==> src/rtl/or1200_operand_fwd_unit.sv <==
// or1200_operand_fwd_unit: ID->EX operand mux, forwarding hazard detect, operand registers, stall counter.
// Optional operand parity checking is enabled by defining OR1200_OPFWD_PARITY_EN.
module or1200_operand_fwd_unit #(
  parameter int WIDTH = 32,
  parameter int NUM_OPS = 3,
  parameter int NUM_FWD = 3,
  parameter int SEL_W = 3,
  parameter logic [NUM_OPS-1:0] IMM_MASK = 3'b010,
  parameter int CNT_W = 16
) (
  input  logic                       clk,
  input  logic                       rst,
  input  logic                       id_freeze,
  input  logic                       ex_freeze,
  input  logic [NUM_OPS*WIDTH-1:0]   rf_data,
  input  logic [WIDTH-1:0]           simm,
  input  logic [NUM_FWD*WIDTH-1:0]   fwd_data,
  input  logic [NUM_FWD-1:0]         fwd_valid,
  input  logic [NUM_OPS*SEL_W-1:0]   sel,
  output logic [NUM_OPS*WIDTH-1:0]   muxed,
  output logic [NUM_OPS*WIDTH-1:0]   operand,
  output logic [NUM_OPS-1:0]         operand_saved,
  output logic                       op_valid,
  output logic                       fwd_stall,
  output logic [CNT_W-1:0]           stall_cnt,
  output logic                       par_err
);
  logic [NUM_OPS-1:0] hz;
  logic [WIDTH-1:0] opr [NUM_OPS];
  logic sv [NUM_OPS];
`ifdef OR1200_OPFWD_PARITY_EN
  logic pb [NUM_OPS];
  logic [NUM_OPS-1:0] pm;
`endif
  assign fwd_stall = |hz && !id_freeze;
  for (genvar i = 0; i < NUM_OPS; i++) begin : g_op
    logic [SEL_W-1:0] s;
    logic [WIDTH-1:0] m;
    logic h;
    logic ld;
    assign s = sel[i*SEL_W +: SEL_W];
    always_comb begin
      m = (s == SEL_W'(1) && IMM_MASK[i]) ? simm : rf_data[i*WIDTH +: WIDTH];
      h = 1'b0;
      for (int k = 0; k < NUM_FWD; k++)
        if (s == SEL_W'(k + 2)) begin
          m = fwd_data[k*WIDTH +: WIDTH];
          h = !fwd_valid[k];
        end
    end
    assign muxed[i*WIDTH +: WIDTH] = m;
    assign hz[i] = h;
    assign ld = !ex_freeze && !fwd_stall && !sv[i];
    // a saved operand is frozen until ID releases, so it cannot be overwritten
    always_ff @(posedge clk)
      if (rst) begin
        opr[i] <= '0;
        sv[i] <= 1'b0;
      end else if (ld) begin
        opr[i] <= m;
        if (id_freeze) sv[i] <= 1'b1;
      end else if (!ex_freeze && !id_freeze) sv[i] <= 1'b0;
    assign operand[i*WIDTH +: WIDTH] = opr[i];
    assign operand_saved[i] = sv[i];
`ifdef OR1200_OPFWD_PARITY_EN
    always_ff @(posedge clk)
      if (rst) pb[i] <= 1'b0;
      else if (ld) pb[i] <= ^m;
    assign pm[i] = pb[i] ^ (^opr[i]);
`endif
  end
  always_ff @(posedge clk)
    if (rst) op_valid <= 1'b0;
    else if (!ex_freeze) op_valid <= !fwd_stall;
  always_ff @(posedge clk)
    if (rst) stall_cnt <= '0;
    else if (fwd_stall && !(&stall_cnt)) stall_cnt <= stall_cnt + 1'b1;
`ifdef OR1200_OPFWD_PARITY_EN
  always_ff @(posedge clk)
    if (rst) par_err <= 1'b0;
    else if (op_valid && |pm) par_err <= 1'b1;
`else
  assign par_err = 1'b0;
`endif
endmodule

==> config.mk <==
export PLATFORM = sky130hd
export DESIGN_NAME = or1200_operand_fwd_unit
export DESIGN_NICKNAME = d
export VERILOG_FILES = /design/src/rtl/or1200_operand_fwd_unit.sv
export SDC_FILE = /design/constraint.sdc
export NUM_CORES = 1
export LEC_CHECK = 0
export ABC_AREA = 0
export CAP_MARGIN = 40
export CORE_AREA = 3 3 175 177
export CTS_CLUSTER_DIAMETER = 60
export DETAILED_ROUTE_END_ITERATION = 10
export DIE_AREA = 0 0 178 180
export PLACE_DENSITY = 0.71
export SLEW_MARGIN = 30
export SYNTH_ARGS = -nofsm -noshare
export SYNTH_HDL_FRONTEND = slang
export SYNTH_SLANG_ARGS = --single-unit
export TNS_END_PERCENT = 30
==> constraint.sdc <==
create_clock -name clk -period 5.2 [get_ports clk]
set_input_delay 1.04 -clock clk [delete_from_list [all_inputs] [get_ports clk]]
set_output_delay 1.04 -clock clk [all_outputs]
set_load 0.005 [all_outputs]
# Word-level counts from Yosys, hierarchy flattened
# Memories as Yosys holds them, arrays and structs flattened.
# Index checks and enable logic that the tools add are counted.
# word_totals
inputBits	240
memories	2
regBits	17
out_inout_bits	214
ram_bits	99
word_cells	102
# classes
n_bitwise	9
addsub	1
n_mux	59
reduce_logical	19
n_eq_ne	10
# mem_list
name	depth	word_bits	rd	rd_clocked_by_memory_dff	wr	line	text
opr	3	32	3	0	3	29	logic [WIDTH-1:0] opr [NUM_OPS];
sv	3	1	3	0	3	30	logic sv [NUM_OPS];
# op_table
cell	count
$mux 32	13
$mux 1	46
$eq 3x2->1 const B	6
$add 16x1->16 const B	1
$reduce_and 16->1	1
$logic_not 1->1	10
$eq 3x3->1 const B	3
$or 1x1->1	9
$logic_and 1x1->1	7
$eq 3x1->1 const B	1
$reduce_or 3->1	1

# Depth between registers and ports, before layout
# depth
ltp_word	14
mapped_depth	8
ltp_nobuf	6

# Worst setup path after synthesis
# Ideal clock, no wire load.
# synth_path
kind	in2reg
startpoint	input sel[0]
endpoint	memory opr[0][0] (enable)
arrival_ns	3.702
path_slack_ns	1.070
setup_time_ns	0.428
cell_stages	6
required_ns	4.772
n_path_buf	1
path_cell_list	buf_4 > mux2i_1 > a311oi_2 > a31oi_2 > or2_2 > o21bai_1
# synth_rtl
element	line	text
start: declaration	19	input logic [NUM_OPS*SEL_W-1:0] sel,
end: declaration	29	

# Worst setup path in the final report
# layout_path
startpoint	input sel[5]
endpoint	output muxed[63]
# layout_via
elab_chain_cells	5
elab_cells_between_ends	8
classes_between	eq/ne (4); mux (4)
# layout_lines
element	line	text
$eq 3x1->1	43	m = (s == SEL_W'(1) && IMM_MASK[i]) ? simm : rf_data[i*WIDTH +: WIDTH];
$mux 32	43	
$mux 32 (2 in series)	46	if (s == SEL_W'(k + 2)) begin
$mux 32 (*)	46	
end: declaration	20	output logic [NUM_OPS*WIDTH-1:0] muxed,
# Mark *: on every way between the ends. The rest lies on a longest branch, timed or not.

==> impl_metrics.env <==
export IMPL_synth_edf_count=99
export IMPL_outcome="finished clean"
export IMPL_place_congestion=0.865
export IMPL_place_area_sq_um=14000
export IMPL_most_common_layout_cells="444 x clkdlybuf4s50_1, 153 x mux2i_1, 106 x nor2b_1"
export IMPL_register_area_sq_um=3310
export IMPL_path_max_fanout=44
export IMPL_cp_required_ns=4.16
export IMPL_grt_pass1_wl_um=63200
export IMPL_final_nets=1617
export IMPL_post_cts_buffers=0
export IMPL_max_cap_viol_count=0
export IMPL_final_common_cell="clkdlybuf4s50_1"
export IMPL_cts_root_buf="clkbuf_16"
export IMPL_initial_utilization_pct=31.2
export IMPL_clk_pin_slew_ns=0.06
export IMPL_pin_count=454
export IMPL_drtAntennaViolNets=0
export IMPL_antenna_found_initial=3
export IMPL_drive_gt1_share_pct=6.26
export IMPL_hold_class="register to register"
export IMPL_critPathKind="primary input to output port"
export IMPL_area_delta_synth_final_pct=59.3
export IMPL_setup_viol=0
export IMPL_async_flop_share_pct=0
export IMPL_synth_nets=1220
export IMPL_synth_top_area_share_pct=32.4
export IMPL_min_period_over_period_pct=84.3
export IMPL_multi_input_area_sq_um=5450
export IMPL_num_rows=63
export IMPL_io_buffer_count=452
export IMPL_ys_types=49
export IMPL_final_util_pct=49.8
export IMPL_yosysWarnings=0
export IMPL_grtUsageTotal_pct=26.4
export IMPL_die_area_sq_um=32000
export IMPL_ctsHoldBuffers=0
export IMPL_cts_max_path_buffers=2
export IMPL_final_area_sq_um=14600
export IMPL_first_iter_violations=695
export IMPL_finClkSkew_ns=0.0112
export IMPL_die_y_um=180
export IMPL_dp_final_hpwl_um=31700
export IMPL_fillers=2738
export IMPL_synthTopCellsByArea="edfxtp_1 32%, mux2i_1 17%, nor2b_1 7.4%"
export IMPL_grt_pass1_vias=9999
export IMPL_finalHoldViolations=0
export IMPL_cts_resized=0
export IMPL_synth_seq_cells=116
export IMPL_p_leak_nw=5.62
export IMPL_syn_area_per_cell_sq_um=9.38
export IMPL_wl_per_cell_um=24.6
export IMPL_vias_per_cell=5.59
export IMPL_finalSetupTns_ns=0
export IMPL_arrival_ns=3.34
export IMPL_ys_seq_area_share_pct=36.1
export IMPL_synth_top_area_cell="edfxtp_1"
export IMPL_firstDrtPassIters=5
export IMPL_synth_ff_type="edfxtp_1"
export IMPL_rsz0062_at_grt="no"
export IMPL_ir_drop_v=0.000127
export IMPL_clock_fmax_mhz=228
export IMPL_worstMarginPinSlew_ns=0.811
export IMPL_wirelength_um=43900
export IMPL_overflow=0
export IMPL_drc=0
export IMPL_syn_inst=979
export IMPL_cts_htree_levels=4
export IMPL_numClockSinks=116
export IMPL_clock_latency_ns=0.44
export IMPL_period_needed_ns=4.38
export IMPL_numCtsBuffers=17
export IMPL_maxSlewViolCount=0
export IMPL_slew_headroom_pct=45.9
export IMPL_die_w_um=178
export IMPL_endpoint_kind="output port"
export IMPL_vias=9942
export IMPL_power_density_nw_per_um2=236
export IMPL_netlist_area_sq_um=9190
export IMPL_cp_start_kind="primary input"
export IMPL_cts_tree="done"
export IMPL_core_sq_um=29400
export IMPL_grt_max_degree=68
[area by class of cell]
type                            count  area share, %
Clock buffer                       25           3.76
Timing Repair Buffer              477           32.6
Tap cell                          390           3.34
Multi-Input combinational cell    760           37.2
Inverter                            4          0.103
Clock inverter                      7          0.257
Sequential cell                   116           22.6
Antenna cell                        1         0.0171
[sequential cells by signal, indices dropped and copies added, names as in the netlist]
signal	flops
opr	96
stall_cnt	16
sv	3
op_valid	1
[cell usage after synthesis (all sizes together) (4+ instances only)]
master,number
nand3b,4
nand4,6
nor2b,108
edfxtp,99
nand2,102
mux2,8
nor2,53
nor4,4
o31ai,4
clkbuf,54
a22o,64
a21oi,12
o221ai,4
o211ai,32
dfxtp,17
inv,4
a221o,32
o21ai,88
a21o,4
a2bb2oi,32
o41ai,5
buf,45
nand3,4
mux2i,153
a22oi,8
or4,5
[worst max-delay path, cell delays in order]
cell             delay, ns
buf_4                 0.28
nor2b_4               0.72
buf_4                 0.36
a22o_1                0.16
a221o_1               0.18
clkdlybuf4s50_1       0.59
[through the flow]
stage                     setup slack [ns]  total power [mW]  std cells  hold WS, ns
after detailed placement             0.859              2.26       1747        0.463
after CTS                            0.850              3.47       1779        0.490
final                                0.818              3.45       1780        0.493
after global placement               0.901              2.24       1746        0.442
after floorplan                       1.07              1.57        979        0.453
after global routing                 0.736              3.58       1780        0.512
[worst paths after layout]
kind	endpoint	depth (start not counted)	from	slack, ns
worst max register to register	stall_cnt[15]	7	stall_cnt[0]	2.95
worst min register to register	op_valid	2	op_valid	0.49
worst max-delay path	muxed[63]	6	sel[5]	0.82
worst min-delay path	op_valid	2	op_valid	0.49
[layer usage]
layer | track usage [%] | share of wire [%] | vias to the layer above
li1 | - | - | 4517
met1 | 32.3 | 40 | 4770
met2 | 44.1 | 48 | 543
met3 | 6.10 | 8.3 | 108
met4 | 11.3 | 3.9 | 4
met5 | 0 | 0.059 | -
[where the power goes]
group | internal, mW | switching, mW | total [mW]
sequential | 1.09 | 0.0260 | 1.12
combinational | 0.623 | 0.503 | 1.13
clock | 0.733 | 0.473 | 1.21
[cells by family (layout without fill, tap and decap cells)]
family	after synthesis	count (layout)	synth area share, %
adder cells (fa/ha/maj)	1	1	0.136
flip-flops	116	116	36.1
other	1	2	0.0408
AND/OR/NAND/NOR	307	307	17.3
AO/OA/AOI/OAI	290	290	23.4
buffers and inverters	103	513	5.38
multiplexers	161	161	17.7
Power figures use the tool's default switching activity.
